`src/rtl/decl_sched.sv`:
```
// Two-port statement scheduler: buffers ';'-terminated statements per requester and
// replays them round-robin into the shared declaration checker. Macro DECL_SCHED_STATS_EN builds the verdict counters.
module decl_sched #(
  parameter int DEPTH = 16,
  parameter int CNT_W = 8
) (
  input  logic             clk,
  input  logic             reset,
  input  logic             req0_valid,
  input  logic [7:0]       req0_char,
  output logic             req0_ready,
  input  logic             req1_valid,
  input  logic [7:0]       req1_char,
  output logic             req1_ready,
  output logic             resp0_valid,
  output logic             resp0_ok,
  output logic             resp0_ovf,
  output logic             resp1_valid,
  output logic             resp1_ok,
  output logic             resp1_ovf,
  output logic             chk_reset,
  output logic [7:0]       chk_in,
  input  logic             chk_out,
  output logic [CNT_W-1:0] ok_cnt,
  output logic [CNT_W-1:0] bad_cnt
);
  localparam int AW = $clog2(DEPTH);
  localparam int CW = AW + 1;
  localparam logic [CW-1:0] LAST = CW'(DEPTH - 1);
  localparam logic [7:0] SEMI = 8'h3B;

  typedef enum logic [1:0] {IDLE, CLR, SEND, VERD} state_t;
  state_t state;

  logic [1:0]          in_valid, pend, ovf, clr;
  logic [1:0][7:0]     in_char, rd_data;
  logic [1:0][CW-1:0]  cnt;
  logic                gnt, last, pick, ok_now;
  logic [AW-1:0]       idx, rd_addr;

  assign in_valid   = {req1_valid, req0_valid};
  assign in_char    = {req1_char, req0_char};
  assign req0_ready = !pend[0];
  assign req1_ready = !pend[1];
  assign clr        = (state == VERD) ? (gnt ? 2'b10 : 2'b01) : 2'b00;
  assign pick       = (&pend) ? !last : pend[1];
  assign ok_now     = chk_out & !ovf[gnt];
  // Read address runs one entry ahead so the registered read lines up with idx.
  assign rd_addr    = (state == SEND) ? idx + AW'(1) : '0;
  assign chk_in     = (state == SEND) ? rd_data[gnt] : 8'h00;

  genvar gi;
  generate
    for (gi = 0; gi < 2; gi++) begin : g_req
      logic [7:0]    mem [DEPTH];
      logic [7:0]    rd_q;
      logic [CW-1:0] cnt_q;
      logic          ovf_q, pend_q, acc, semi, wr;

      assign acc  = in_valid[gi] && !pend_q;
      assign semi = (in_char[gi] == SEMI);
      assign wr   = acc && !ovf_q && ((cnt_q < LAST) || (semi && cnt_q == LAST));

      always_ff @(posedge clk or posedge reset) begin
        if (reset) begin
          cnt_q  <= '0;
          ovf_q  <= 1'b0;
          pend_q <= 1'b0;
        end else if (clr[gi]) begin
          cnt_q  <= '0;
          ovf_q  <= 1'b0;
          pend_q <= 1'b0;
        end else if (acc) begin
          if (wr) cnt_q <= cnt_q + CW'(1);
          else if (!ovf_q) ovf_q <= 1'b1;
          if (semi) pend_q <= 1'b1;
        end
      end

      always_ff @(posedge clk) begin
        if (wr) mem[cnt_q[AW-1:0]] <= in_char[gi];
        rd_q <= mem[rd_addr];
      end

      assign cnt[gi]     = cnt_q;
      assign ovf[gi]     = ovf_q;
      assign pend[gi]    = pend_q;
      assign rd_data[gi] = rd_q;
    end
  endgenerate

  always_ff @(posedge clk or posedge reset) begin
    if (reset) begin
      state       <= IDLE;
      last        <= 1'b1;
      gnt         <= 1'b0;
      idx         <= '0;
      chk_reset   <= 1'b1;
      resp0_valid <= 1'b0;
      resp0_ok    <= 1'b0;
      resp0_ovf   <= 1'b0;
      resp1_valid <= 1'b0;
      resp1_ok    <= 1'b0;
      resp1_ovf   <= 1'b0;
    end else begin
      chk_reset   <= 1'b0;
      resp0_valid <= 1'b0;
      resp1_valid <= 1'b0;
      case (state)
        IDLE: if (|pend) begin
          gnt  <= pick;
          last <= pick;
          // An overflowed statement is never replayed; the checker stays untouched.
          if (ovf[pick]) state <= VERD;
          else begin
            state     <= CLR;
            chk_reset <= 1'b1;
          end
        end
        CLR: begin
          idx   <= '0;
          state <= SEND;
        end
        SEND: begin
          if (CW'(idx) + CW'(1) == cnt[gnt]) state <= VERD;
          else idx <= idx + AW'(1);
        end
        VERD: begin
          if (gnt) {resp1_valid, resp1_ok, resp1_ovf} <= {1'b1, ok_now, ovf[1]};
          else     {resp0_valid, resp0_ok, resp0_ovf} <= {1'b1, ok_now, ovf[0]};
          state <= IDLE;
        end
        default: state <= IDLE;
      endcase
    end
  end

`ifdef DECL_SCHED_STATS_EN
  logic [CNT_W-1:0] ok_q, bad_q;
  always_ff @(posedge clk or posedge reset) begin
    if (reset) begin
      ok_q  <= '0;
      bad_q <= '0;
    end else if (state == VERD) begin
      if (ok_now) begin
        if (ok_q != '1) ok_q <= ok_q + CNT_W'(1);
      end else if (bad_q != '1) begin
        bad_q <= bad_q + CNT_W'(1);
      end
    end
  end
  assign ok_cnt  = ok_q;
  assign bad_cnt = bad_q;
`else
  assign ok_cnt  = '0;
  assign bad_cnt = '0;
`endif
endmodule

```
`config.mk`:
```
export PLATFORM = sky130hd
export DESIGN_NAME = decl_sched
export DESIGN_NICKNAME = d
export VERILOG_FILES = /design/src/rtl/decl_sched.sv
export SDC_FILE = /design/constraint.sdc
export NUM_CORES = 1
export LEC_CHECK = 0
export BUFFER_PORTS_ARGS = -buffer_cell sky130_fd_sc_hd__buf_2
export CAP_MARGIN = 10
export CORE_ASPECT_RATIO = 1.25
export CORE_MARGIN = 3
export CORE_UTILIZATION = 40
export DETAILED_ROUTE_END_ITERATION = 10
export REMOVE_ABC_BUFFERS = 1
export SETUP_SLACK_MARGIN = 0.15
export SLEW_MARGIN = 15
export SYNTH_ARGS = -nofsm -noshare
export SYNTH_HDL_FRONTEND = slang
export SYNTH_SLANG_ARGS = --single-unit
```
`constraint.sdc`:
```
create_clock -name clk -period 3.5 [get_ports clk]
set_clock_uncertainty 0.05 [all_clocks]
set_input_delay 0.175 -clock clk [delete_from_list [all_inputs] [get_ports clk]]
set_output_delay 0.175 -clock clk [all_outputs]
set_load 0.02 [all_outputs]
```
# ---- After elaboration in Yosys (flattened, before gate mapping)
# Memories as Yosys holds them, arrays and structs flattened. A register that Yosys moved wholly into a read port is not among the register bits.
# Index checks and enable logic that the tools add are counted.
dict set report totals {
  reg_bits 29
  latchBits 0
  ram_bits 256
  romBits 0
  inputBits 21
  output_inout_bits 33
  elab_cells 127
  memories 2
}
dict set report op_classes {
  add_sub_neg 4
  mul 0
  div 0
  magnitude_cmp 4
  eq_ne 13
  shift 0
  mux 48
  bitwise 2
  n_reduce_logical 37
}
# name depth word_bits rd rd_clocked_by_memory_dff write_ports line
set mem_list {}
lappend mem_list {{g_req[0].mem} 16 8 1 1 1 55} ;# logic [7:0] mem [DEPTH];
lappend mem_list {{g_req[1].mem} 16 8 1 1 1 55}
# op count
set ops {}
lappend ops {{$mux 5} 8}
lappend ops {{$mux 1} 28}
lappend ops {{$mux 8} 3}
lappend ops {{$reduce_and 2->1} 12}
lappend ops {{$eq 8x6->1 const B} 2}
lappend ops {{$reduce_bool 2->1} 7}
lappend ops {{$add 5x1->5 const B} 2}
lappend ops {{$eq 5x4->1 const B} 2}
lappend ops {{$lt 5x4->1 const B} 2}
lappend ops {{$mux 2} 5}
lappend ops {{$logic_and 1x1->1} 8}
lappend ops {{$mux 4} 2}
lappend ops {{$ne 2x2->1 const B} 4}
lappend ops {{$pmux 2 s4} 1}
lappend ops {{$pmux 4 s2} 1}
lappend ops {{$logic_not 1->1} 6}
lappend ops {{$add 4x1->5 const B} 1}
lappend ops {{$eq 5x5->1} 1}
lappend ops {{$add 4x1->4 const B} 1}
lappend ops {{$eq 2x2->1 const B} 2}
lappend ops {{$lt 1x2->1 const B} 2}
lappend ops {{$eq 2x1->1 const B} 1}
lappend ops {{$logic_not 2->1} 1}
lappend ops {{$logic_or 1x1->1} 2}
lappend ops {{other kinds (4)} 4}

# ---- Depth between registers and ports, before layout
# Gate-level depths: netlist (run 1).
dict set report depth {
  word_depth 7
  ltp_mapped 11
  depth_no_buf 7
}

# ---- Least setup slack after synthesis (run 1)
# Ideal clock, no wire load.
dict set report synth_path {
  kind {register -> register}
  start {register g_req[0].cnt_q[2]}
  end {memory g_req[0].mem[3][0] (enable)}
  setup_time_ns 0.383
  arrival_time_ns 2.493
  required_ns 3.067
  setup_slack_ns 0.573
  path_stages_with_launch 8
  path_buffers 1
  period_less_slack_ns 2.927
  cell_sequence {dfrtp_1 clkbuf_1 and3_1 ha_1 a31oi_1 nor4b_2 nand2_1 nor3_1}
}
dict set report synth_between {
  elab_chain_cells 6
  elab_cells_between_ends 7
  classes_between {order compare (1); eq/ne (1); mux (2); reduce/logical (3)}
}
# item line
set synth_lines {}
lappend synth_lines {{start: declaration} 57} ;# logic [CW-1:0] cnt_q;
lappend synth_lines {{start signal: assignment} 74} ;# if (wr) cnt_q <= cnt_q + CW'(1);
lappend synth_lines {{branches (longest 6 deep; another with $lt 5x4->1)} n/a}
lappend synth_lines {{end: declaration} 55}
# Parallel ways; which one is timed is not known.

# ---- Worst setup path after layout (run 1)
dict set report layout_path {
  start {input req1_char[5]}
  end {memory g_req[1].mem[3][6] (enable)}
}
dict set report layout_between {
  elab_chain_cells 6
}
# item line
set layout_lines {}
lappend layout_lines {{start: declaration} 13} ;# input logic [7:0] req1_char,
lappend layout_lines {{$eq 8x6->1} 61} ;# assign semi = (in_char[gi] == SEMI);
lappend layout_lines {{$logic_and 1x1->1} 62} ;# assign wr = acc && !ovf_q && ((cnt_q < LAST) || (semi && cnt_q == LAST));
lappend layout_lines {{$logic_or 1x1->1} 62}
lappend layout_lines {{$logic_and 1x1->1} 62}
lappend layout_lines {{$mux 1} 81} ;# if (wr) mem[cnt_q[AW-1:0]] <= in_char[gi];
lappend layout_lines {{$mux 1 (implied by the code)} 81}
lappend layout_lines {{end: declaration} 55}
# Every way passes these cells.

==> impl_metrics.sql, run 1 <==
INSERT INTO impl_metrics (metric_group, metric, value, unit) VALUES
('clocking', 'clk-insertion-delay-late', '0.56', 'ns'),
('final_layout', 'diodes', '0', ''),
('clocking', 'clk_transition_reported_paths', '0.07', 'ns'),
('final_layout', 'final_cell_mix', 'sky130_fd_sc_hd__edfxtp_1 (256), sky130_fd_sc_hd__buf_4 (53), sky130_fd_sc_hd__nand2_1 (52), sky130_fd_sc_hd__nor2_1 (48)', ''),
('timing', 'fmax', '366', 'MHz'),
('die', 'initial_standard_cell_utilization_of_the_core', '40.9', '%'),
('placement', 'area_post_placement', '13300', 'sq um'),
('final_layout', 'num-nets-final', '945', ''),
('timing', 'period_minus_slack', '2.73', 'ns'),
('global_route', 'number_of_antenna_violations_at_the_first_check_in_global_routing', '0', ''),
('global_route', 'number_of_global_route_vias_before_repair', '7220', ''),
('worst_hold_path', 'hold_end', 'g_req[1].mem[9][3]', ''),
('worst_hold_path', 'holdPathStages', '2', ''),
('clocking', 'cts_hold_buf', '19', ''),
('clocking', 'clock_tree.htree_level_count', '1', ''),
('critical_path', 'worst_case_register_to_register_setup_slack', '0.89', 'ns'),
('worst_hold_path', 'timing.hold.worst.start', 'req1_char[3]', ''),
('die', 'die_w', '164', 'um'),
('job', 'maxCapViolations', '0', ''),
('synth', 'share_of_synthesized_area_occupied_by_flip_flops_and_latches', '70.4', '%'),
('critical_path', 'critical_path.max_fanout', '17', ''),
('clocking', 'cts.path.max_buffers', '3', ''),
('critical_path', 'crit_required', '3.72', 'ns'),
('critical_path', 'r2r-end', 'g_req[1].mem[3][6]', ''),
('worst_hold_path', 'timing.hold.worst.class', 'in2reg', ''),
('final_layout', 'stdcell_count', '1333', ''),
('timing', 'timing.final.hold_violations', '0', ''),
('die', 'core.rowCount', '71', ''),
('clocking', 'tritoncts_clock_tree', 'done', ''),
('final_layout', 'final_common_cell', 'sky130_fd_sc_hd__edfxtp_1', ''),
('synth', 'synthCells', '813', ''),
('global_route', 'grt_first_pass_wirelength', '44.0', 'mm'),
('timing', 'final_max_slew_viols', '0', ''),
('placement', 'place_hpwl', '18.6', 'mm'),
('placement', 'gp_routability_congestion', '0.858', ''),
('final_layout', 'fill_cells', '2623', ''),
('timing', 'fin_crit_sh', '78.0', '%'),
('synth', 'ys_async_sr_fraction', '9.63', '%'),
('clocking', 'post_cts_buffers', '0', ''),
('routing', 'via_per_inst', '5.32', ''),
('placement', 'port_buffer_cells', '37', ''),
('placement', 'dpl.cell_count', '1259', ''),
('die', 'ioPinCount', '54', ''),
('routing', 'initial_drc_count', '515', ''),
('critical_path', 'end_kind', 'flip-flop', ''),
('power_and_ir_drop', 'power_leakage', '5.10', 'nW'),
('routing', 'wire_per_inst', '21.4', 'um'),
('critical_path', 'start_kind', 'primary input', ''),
('timing', 'worst_slew_pin_slew', '1.00', 'ns'),
('timing', 'unrepaired_setup_endpoints_after_global_routing', 'false', ''),
('timing', 'setup-tns-final', '0', 'ns'),
('global_route', 'grt_remaining_overflow', '0', ''),
('timing', 'timing.final.setup_violations', '0', ''),
('routing', 'dr.pass1.iters', '4', ''),
('critical_path', 'critPathLaunch', 'req1_char[5]', ''),
('critical_path', 'max_stage_delay', '0.77', 'ns'),
('routing', 'finalWirelength', '28.6', 'mm'),
('synth', 'postSynthAreaPerCell', '15.3', 'sq um'),
('critical_path', 'crit_path_cell_trace', 'dlygate4sd3_1 -> buf_2 -> nor4bb_1 -> a31oi_1 -> or4b_2 -> nor3_1 -> buf_4', ''),
('final_layout', 'post_route_cells_drive_above_1_share', '21.4', '%'),
('power_and_ir_drop', 'max-vdd-ir-drop', '0.000393', 'V'),
('run_status', 'run_status', 'finished clean', ''),
('final_layout', 'finish.instance_area', '14500', 'sq um'),
('die', 'core', '30400', 'sq um'),
('synth', 'synth_seq_cells', '301', ''),
('clocking', 'number_of_buffers_added_by_the_clock_tree_synthesis_step', '30', ''),
('critical_path', 'crit-reg2reg-launch', 'g_req[1].cnt_q[1]', ''),
('synth', 'netlist_area', '12400', 'sq um'),
('critical_path', 'rr_worst_depth', '7', ''),
('global_route', 'grt_start_max_net_pins', '53', ''),
('power_and_ir_drop', 'power', '7.33', 'mW');
critical path, delay by kind of cell:
family	cells	cell delay, ns
buffers and inverters	3	1.05
AOI/OAI and AO/OA	1	0.25
and+or+nand+nor	3	1.45
cell families (layout without fill, tap and decap cells):
| logic type | after synthesis | after routing | share of synthesized area, % |
|---|---|---|---|
| compound gates | 160 | 160 | 8.25 |
| xor+xnor | 13 | 13 | 1.18 |
| fa+ha+maj | 15 | 15 | 1.51 |
| buf+inv | 80 | 184 | 2.96 |
| flops | 301 | 301 | 70.4 |
| mux | 69 | 69 | 8.87 |
| other cells | 1 | 16 | 0.0302 |
| simple gates | 174 | 174 | 6.84 |
cells in the mapped netlist, drive strengths merged, types with 2 or more instances:
cell / instances / area (sq um)
nor2b: 33 / 206
nor2: 48 / 180
inv: 18 / 67.6
clkbuf: 35 / 131
a211oi: 4 / 30.0
and3: 3 / 18.8
mux2: 18 / 203
and4b: 2 / 20.0
a22oi: 14 / 105
edfxtp: 256 / 7690
o21ai: 33 / 165
a31o: 2 / 17.5
dfxtp: 16 / 320
a41oi: 2 / 17.5
nor3: 11 / 55.1
a31oi: 7 / 43.8
nor4: 2 / 12.5
dfrtp: 27 / 676
nand3: 6 / 30.0
a21oi: 37 / 185
o22ai: 21 / 131
ha: 15 / 188
buf: 27 / 169
o211ai: 18 / 135
o221ai: 16 / 140
xor2: 4 / 53.8
mux4: 31 / 698
nand2b: 8 / 50.1
nand2: 52 / 195
xnor2: 8 / 70.1
mux2i: 20 / 200
dfstp: 2 / 52.6
flip-flops by register name, summed over array words and instances, names as in the netlist, 2 cells and up:
name / cells
g_req.pend_q: 2
g_req.ovf_q: 2
g_req.cnt_q: 10
g_req.rd_q: 16
g_req.mem: 256
state: 2
idx: 4
layer usage:
layer,GRT usage (%),wire length (um)
met1,23.0,11800
met2,30.2,14900
met3,2.27,1130
met4,4.84,714
met5,0,0
where the power goes:
group | internal, mW | total [mW] | switching, mW
Sequential | 3.89 | 3.89 | 0
Combinational | 0.0260 | 0.105 | 0.0791
Clock | 2.00 | 3.34 | 1.33
through the flow:
step | worst slack (ns) | utilization (%)
floorplan | -0.756 | -
global placement | 0.783 | 43.8
detailed placement | 0.736 | 43.8
CTS | 0.794 | 47.8
global route | 0.538 | 47.8
finish | 0.770 | 47.8
worst max path at each step:
| stage | slack (ns) | end | cells past startpoint |
|---|---|---|---|
| 5_1_grt | 0.54 | g_req[1].mem[3][6] | 7 |
| 2_1_floorplan | -0.76 | g_req[0].rd_q[0] | 6 |
| 3_5_place_dp | 0.74 | g_req[1].mem[3][0] | 6 |
| 3_3_place_gp | 0.78 | g_req[1].mem[3][0] | 6 |
| 6_report | 0.77 | g_req[1].mem[3][6] | 7 |
| 4_1_cts | 0.79 | g_req[1].mem[3][1] | 7 |
layout make-up:
| type | count | area [sq um] | area share [%] |
|---|---|---|---|
| Clock inverter | 24 | 283 | 1.95 |
| Timing Repair Buffer | 111 | 813 | 5.60 |
| Inverter | 18 | 67.6 | 0.465 |
| Tap cell | 401 | 502 | 3.45 |
| Clock buffer | 31 | 754 | 5.19 |
| Multi-Input combinational cell | 447 | 3380 | 23.2 |
| Sequential cell | 301 | 8740 | 60.1 |
(Power assumes the default switching activity.)
==> inputs of run 2 (changes only) <==
clock period = 2.3 ns   (was 3.5 ns; I/O delays follow)
==> run 2 against run 1 <==
Effect of this change:
- power grew 52%
- die area is the same
- flip-flop and latch count stayed put
- critical endpoint is now g_req[0].mem[3][6]
==> impl_metrics.sql, run 2 (same netlist as run 1, synthesis figures left out) <==
INSERT INTO impl_metrics (metric_group, metric, value, unit) VALUES
('die', 'die_w', '164', 'um'),
('routing', 'wire_per_inst', '22.2', 'um'),
('die', 'core', '30400', 'sq um'),
('clocking', 'clk_transition_reported_paths', '0.07', 'ns'),
('critical_path', 'worst_setup_path_class', 'reg2reg', ''),
('routing', 'via_per_inst', '5.34', ''),
('final_layout', 'post_route_cells_drive_above_1_share', '37.1', '%'),
('power_and_ir_drop', 'power_leakage', '5.64', 'nW'),
('power_and_ir_drop', 'pwr_density_cell', '684', 'nW/um^2'),
('timing', 'worst_slew_pin_slew', '0.716', 'ns'),
('final_layout', 'final_common_cell', 'sky130_fd_sc_hd__edfxtp_1', ''),
('critical_path', 'start_kind', 'flip-flop', ''),
('routing', 'via_count', '7515', ''),
('timing', 'unrepaired_setup_endpoints_after_global_routing', 'true', ''),
('final_layout', 'stdcell_count', '1407', ''),
('final_layout', 'num-nets-final', '1019', ''),
('timing', 'timing.final.hold_violations', '0', ''),
('clocking', 'clk-insertion-delay-late', '0.55', 'ns'),
('placement', 'place_ws', '-0.0968', 'ns'),
('final_layout', 'utilization', '53.4', '%'),
('global_route', 'grt_remaining_overflow', '0', ''),
('final_layout', 'synthToLayoutAreaGrowth', '30.7', '%'),
('clocking', 'tritoncts_clock_tree', 'done', ''),
('timing', 'final_max_slew_viols', '0', ''),
('die', 'ioPinCount', '54', ''),
('die', 'core.rowCount', '71', ''),
('critical_path', 'critical_path.max_fanout', '8', ''),
('routing', 'finalWirelength', '31.2', 'mm'),
('timing', 'worst_hold_slack', '0.0220', 'ns'),
('timing', 'relSlewSlack', '52.2', '%'),
('placement', 'dpl.cell_count', '1311', ''),
('clocking', 'clock_tree.htree_level_count', '1', ''),
('final_layout', 'final_cell_mix', 'sky130_fd_sc_hd__edfxtp_1 (256), sky130_fd_sc_hd__buf_4 (76), sky130_fd_sc_hd__nand2_1 (44), sky130_fd_sc_hd__buf_6 (40)', ''),
('run_status', 'run_status', 'finished clean', ''),
('power_and_ir_drop', 'power', '11.1', 'mW'),
('placement', 'area_post_placement', '13700', 'sq um'),
('placement', 'port_buffer_cells', '37', ''),
('global_route', 'grt_start_max_net_pins', '33', ''),
('final_layout', 'diodes', '0', ''),
('routing', 'initial_drc_count', '614', ''),
('routing', 'dr.pass1.iters', '5', ''),
('clocking', 'cts.path.max_buffers', '3', ''),
('timing', 'timing.final.ws_setup', '0.0334', 'ns'),
('global_route', 'grt_use_total', '18.3', '%'),
('critical_path', 'crit_required', '2.50', 'ns'),
('global_route', 'number_of_antenna_violations_at_the_first_check_in_global_routing', '0', ''),
('routing', 'drc', '0', ''),
('critical_path', 'critical_path_arrival', '2.47', 'ns'),
('clocking', 'number_of_buffers_added_by_the_clock_tree_synthesis_step', '29', ''),
('timing', 'fin_crit_sh', '98.5', '%'),
('routing', 'detail-route-antenna-nets', '0', ''),
('clocking', 'cts.sinks', '301', ''),
('timing', 'fmax', '441', 'MHz'),
('final_layout', 'finish.instance_area', '16200', 'sq um'),
('power_and_ir_drop', 'max-vdd-ir-drop', '0.000462', 'V'),
('clocking', 'root_buffer', 'sky130_fd_sc_hd__clkbuf_16', ''),
('critical_path', 'end_kind', 'flip-flop', ''),
('die', 'initial_standard_cell_utilization_of_the_core', '40.9', '%'),
('die', 'die-height', '203', 'um'),
('final_layout', 'largest_register_ff_count', '256', ''),
('timing', 'period_minus_slack', '2.27', 'ns'),
('timing', 'timing.final.setup_violations', '0', ''),
('die', 'fp.dieArea', '33200', 'sq um'),
('placement', 'place_hpwl', '20.1', 'mm'),
('global_route', 'grt_first_pass_wirelength', '46.0', 'mm'),
('timing', 'setup-tns-final', '0', 'ns'),
('worst_hold_path', 'timing.hold.worst.class', 'in2reg', ''),
('job', 'maxCapViolations', '0', ''),
('placement', 'gp_routability_congestion', '0.835', ''),
('global_route', 'number_of_global_route_vias_before_repair', '7599', '');
[run 2: changes by cell type in the layout (fill, tap and decap cells not counted), sizes merged]
cell | previous run | this run
dlygate4sd3 | 19 | 17
bufinv | 6 | 5
clkbuf | 31 | 45
inv | 18 | 20
clkinv | 16 | 4
buf | 92 | 165
[run 2: critical path, cell delays in order, from the launching register on]
cell,delay (ns)
sky130_fd_sc_hd__dfrtp_1,0.40
sky130_fd_sc_hd__ha_4,0.15
sky130_fd_sc_hd__and3_4,0.19
sky130_fd_sc_hd__ha_4,0.13
sky130_fd_sc_hd__a31oi_4,0.08
sky130_fd_sc_hd__nor4b_4,0.26
sky130_fd_sc_hd__buf_6,0.24
sky130_fd_sc_hd__nand2_8,0.11
sky130_fd_sc_hd__nor3_4,0.17
sky130_fd_sc_hd__buf_6,0.17
[run 2: area by class of cell]
cell class | count | area, sq um
fillers | 2438 | 14200
multi-input cells | 447 | 4140
inverters | 18 | 67.6
flip-flops and latches | 301 | 8740
clock inverters | 13 | 203
repair buffers | 186 | 1770
clock buffers | 41 | 801
well taps | 401 | 502
[run 2: final timing paths]
kind / from / endpoint / slack (ns) / cells past startpoint
worst min-delay path: req1_char[2] / g_req[1].mem[9][2] / 0.02 / 2
worst max register to register: g_req[0].cnt_q[0] / g_req[0].mem[3][6] / 0.03 / 9
max in group asynchronous: reset / chk_reset / 1.36 / 4
worst max-delay path: g_req[0].cnt_q[0] / g_req[0].mem[3][6] / 0.03 / 9
min in group asynchronous: reset / idx[1] / 0.17 / 3
worst min register to register: resp1_ok / resp1_ok / 0.42 / 2
[run 2: report_power, final]
part | switching (mW) | internal [mW] | leakage (nW) | total, mW
Sequential | 0 | 5.92 | 2.79 | 5.92
Clock | 2.01 | 2.99 | 0.478 | 5.00
Combinational | 0.132 | 0.0556 | 2.38 | 0.187
[run 2: routing by layer]
metal | vias to the layer above | part of all wire (%) | GRT usage, %
met4 | 0 | 2.3 | 4.59
met1 | 3836 | 40 | 22.9
li1 | 3440 | - | -
met5 | - | 0 | 0
met3 | 52 | 4.3 | 2.49
met2 | 187 | 54 | 33.2
[run 2: repair_timing]
| action | in CTS | in global routing |
|---|---|---|
| setup endpoints to repair | 280 | 286 |
| gates resized for setup | 120 | 130 |
| pin swaps | 14 | 54 |
| gates cloned | 1 | 3 |
| endpoints found under the hold margin | 214 | 0 |
| hold buffers | 17 | 0 |
| setup buffers | 13 | 8 |
==> inputs of run 3 (changes only) <==
BUFFER_PORTS_ARGS = unset   (was -buffer_cell sky130_fd_sc_hd__buf_2)
DONT_BUFFER_PORTS = 1   (was unset)
clock period = 1.9 ns   (was 2.3 ns; I/O delays follow)
==> run 3 against run 2 <==
Effect of this change:
- the flow now finishes with violations (hold timing, setup timing)
- largest power group unchanged
- non-clock buffer count rose by 7
- flip-flop and latch count did not move
- combinational power shrank 7%
- first-iteration DRC count rose by 7.2%
- register-to-register slack got worse by 0.35 ns
- design area grew 2.8%
- critical path depth is 1 lower
- via count up 1.9%
- die area stayed put
- sequential power grew 21%
- power rose by 23%
- highest routed layer unchanged
==> impl_metrics.sql, run 3 (same netlist as run 1, synthesis figures left out) <==
INSERT INTO impl_metrics (metric_group, metric, value, unit) VALUES
('clocking', 'cts.path.max_buffers', '3', ''),
('final_layout', 'stdcell_count', '1419', ''),
('timing', 'period_minus_slack', '2.22', 'ns'),
('run_status', 'failed_checks', 'hold timing, setup timing', ''),
('clocking', 'clk_transition_reported_paths', '0.07', 'ns'),
('worst_hold_path', 'timing.hold.worst.class', 'in2reg', ''),
('die', 'core', '30400', 'sq um'),
('timing', 'unrepaired_setup_endpoints_after_global_routing', 'true', ''),
('routing', 'dr.pass1.iters', '5', ''),
('timing', 'timing.final.setup_violations', '293', ''),
('timing', 'fmax', '450', 'MHz'),
('die', 'die_w', '164', 'um'),
('clocking', 'clock_tree.htree_level_count', '1', ''),
('timing', 'timing.final.hold_violations', '17', ''),
('critical_path', 'worst_setup_path_class', 'in2reg', ''),
('clocking', 'number_of_buffers_added_by_the_clock_tree_synthesis_step', '29', ''),
('final_layout', 'num-nets-final', '1026', ''),
('power_and_ir_drop', 'pwr_density_cell', '818', 'nW/um^2'),
('global_route', 'grt_start_max_net_pins', '30', ''),
('critical_path', 'cpLargestDelayFamily', 'buffers and inverters', ''),
('timing', 'worst_slew_pin_slew', '0.825', 'ns'),
('routing', 'drc', '0', ''),
('die', 'die-height', '203', 'um'),
('global_route', 'number_of_global_route_vias_before_repair', '7836', ''),
('critical_path', 'max_stage_delay', '0.92', 'ns'),
('routing', 'finalWirelength', '32.4', 'mm'),
('global_route', 'number_of_antenna_violations_at_the_first_check_in_global_routing', '2', ''),
('routing', 'wire_per_inst', '22.8', 'um'),
('die', 'ioPinCount', '54', ''),
('critical_path', 'start_kind', 'primary input', ''),
('global_route', 'grt_busiest_layer', 'met2', ''),
('critical_path', 'most_used_cell_cp', 'sky130_fd_sc_hd__buf_6', ''),
('timing', 'final_max_slew_viols', '0', ''),
('routing', 'via_count', '7656', ''),
('routing', 'via_per_inst', '5.40', ''),
('job', 'maxCapViolations', '0', ''),
('final_layout', 'largest_register_ff_count', '256', ''),
('placement', 'port_buffer_cells', '0', ''),
('critical_path', 'crit_required', '2.11', 'ns'),
('critical_path', 'crit_path_cell_trace', 'dlygate4sd3_1 -> and4bb_2 -> a31oi_4 -> nor4b_4 -> buf_6 -> nand2_4 -> nor3_4 -> buf_6', ''),
('global_route', 'grtUsageMet3', '2.80', '%'),
('critical_path', 'crit_path_top_delay_cell', 'sky130_fd_sc_hd__dlygate4sd3_1', ''),
('clocking', 'cts.sinks', '301', ''),
('final_layout', 'post_route_cells_drive_above_1_share', '39.4', '%'),
('final_layout', 'final-seq-area', '8740', 'sq um'),
('routing', 'detail-route-antenna-nets', '0', ''),
('final_layout', 'multiInputGateArea', '4200', 'sq um'),
('clocking', 'root_buffer', 'sky130_fd_sc_hd__clkbuf_16', ''),
('critical_path', 'cp_num_buf_inv', '3', ''),
('timing', 'timing.final.ws_setup', '-0.321', 'ns'),
('critical_path', 'end_kind', 'flip-flop', ''),
('power_and_ir_drop', 'power_leakage', '5.86', 'nW'),
('global_route', 'grt_use_total', '19.1', '%'),
('timing', 'setup-tns-final', '-64.83', 'ns'),
('final_layout', 'final_cell_mix', 'sky130_fd_sc_hd__edfxtp_1 (256), sky130_fd_sc_hd__buf_4 (87), sky130_fd_sc_hd__buf_6 (54), sky130_fd_sc_hd__nand2_1 (43), sky130_fd_sc_hd__a21oi_1 (35)', ''),
('timing', 'relSlewSlack', '45.0', '%'),
('clocking', 'clk-insertion-delay-late', '0.56', 'ns'),
('global_route', 'global_route.usage.met2', '35.0', '%'),
('placement', 'place_hpwl', '19.2', 'mm'),
('global_route', 'grt_first_pass_wirelength', '47.5', 'mm'),
('power_and_ir_drop', 'max-vdd-ir-drop', '0.000805', 'V'),
('final_layout', 'final_common_cell', 'sky130_fd_sc_hd__edfxtp_1', ''),
('final_layout', 'synthToLayoutAreaGrowth', '34.4', '%'),
('placement', 'dpl.cell_count', '1299', ''),
('die', 'fp.dieArea', '33200', 'sq um'),
('global_route', 'met1_usage', '22.7', '%'),
('final_layout', 'fill_cells', '2366', ''),
('critical_path', 'critical_path.max_fanout', '17', ''),
('routing', 'initial_drc_count', '658', ''),
('timing', 'fin_crit_sh', '117', '%'),
('clocking', 'tritoncts_clock_tree', 'done', ''),
('critical_path', 'critical_path_arrival', '2.43', 'ns'),
('die', 'initial_standard_cell_utilization_of_the_core', '40.9', '%'),
('global_route', 'grt_remaining_overflow', '0', ''),
('run_status', 'run_status', 'complete, but fails checks', ''),
('die', 'core.rowCount', '71', ''),
('placement', 'gp_routability_congestion', '0.803', ''),
('timing', 'worst_hold_slack', '-0.408', 'ns');
## run 3: power by group
group          internal, mW  switching [mW]
Combinational        0.0363           0.137
Sequential             7.16               0
Clock                  3.77            2.54
## run 3: path summary, 6_finish.rpt
check                                        from                 end  slack, ns  cells past startpoint
max in group asynchronous                   reset                last       1.46                      3
worst max register to register  g_req[0].cnt_q[1]  g_req[0].mem[1][4]      -0.32                      8
worst min register to register               last                last       0.49                      2
worst max-delay path                 req0_char[4]  g_req[0].mem[1][4]      -0.32                      8
worst min-delay path                 req0_char[5]  g_req[0].mem[3][5]      -0.41                      0
min in group asynchronous                   reset           resp1_ovf       0.02                      3
## run 3: cell type report
cell class,count,area share (%)
Sequential cell,301,52.4
Multi-Input combinational cell,447,25.2
Timing Repair Buffer,193,12.6
Clock buffer,34,4.64
Tap cell,401,3.01
Clock inverter,20,1.70
Inverter,18,0.435
Antenna cell,5,0.0750
## run 3: timing repair
| item | CTS | global route |
|---|---|---|
| buffers inserted | 24 | 10 |
| cloned | 6 | 1 |
| endpoints found under the setup margin | 296 | 298 |
| endpoints found under the hold margin | 291 | 82 |
| pin swaps | 65 | 31 |
| hold buffers | 15 | 6 |
| resized for setup | 209 | 83 |
## run 3: through the flow
stage	cell area [sq um]	setup slack (ns)	power [mW]	util [%]
floorplan	12200	-2.36	7.34	-
global placement	13800	-0.431	7.35	45.3
detailed placement	13800	-0.446	7.35	45.3
CTS	16200	-0.361	13.7	53.2
global route	16700	-0.427	14.0	54.9
finish	16700	-0.321	13.6	54.9
## run 3: worst register-to-register path, cell delays in order, from the launching register on
cell and delay, ns:
sky130_fd_sc_hd__dfrtp_1 0.39, sky130_fd_sc_hd__buf_4 0.17, sky130_fd_sc_hd__a41oi_1 0.35, sky130_fd_sc_hd__a31oi_4 0.07, sky130_fd_sc_hd__nor4b_4 0.26, sky130_fd_sc_hd__buf_6 0.20
sky130_fd_sc_hd__nand2_4 0.12, sky130_fd_sc_hd__nor3_4 0.15, sky130_fd_sc_hd__buf_6 0.17
## run 3: per-layer routing
| layer | wire length, um | vias to the layer above |
|---|---|---|
| li1 | - | 3463 |
| met1 | 12400 | 3902 |
| met2 | 17700 | 233 |
| met3 | 1470 | 58 |
| met4 | 843 | 0 |
| met5 | 0 | - |
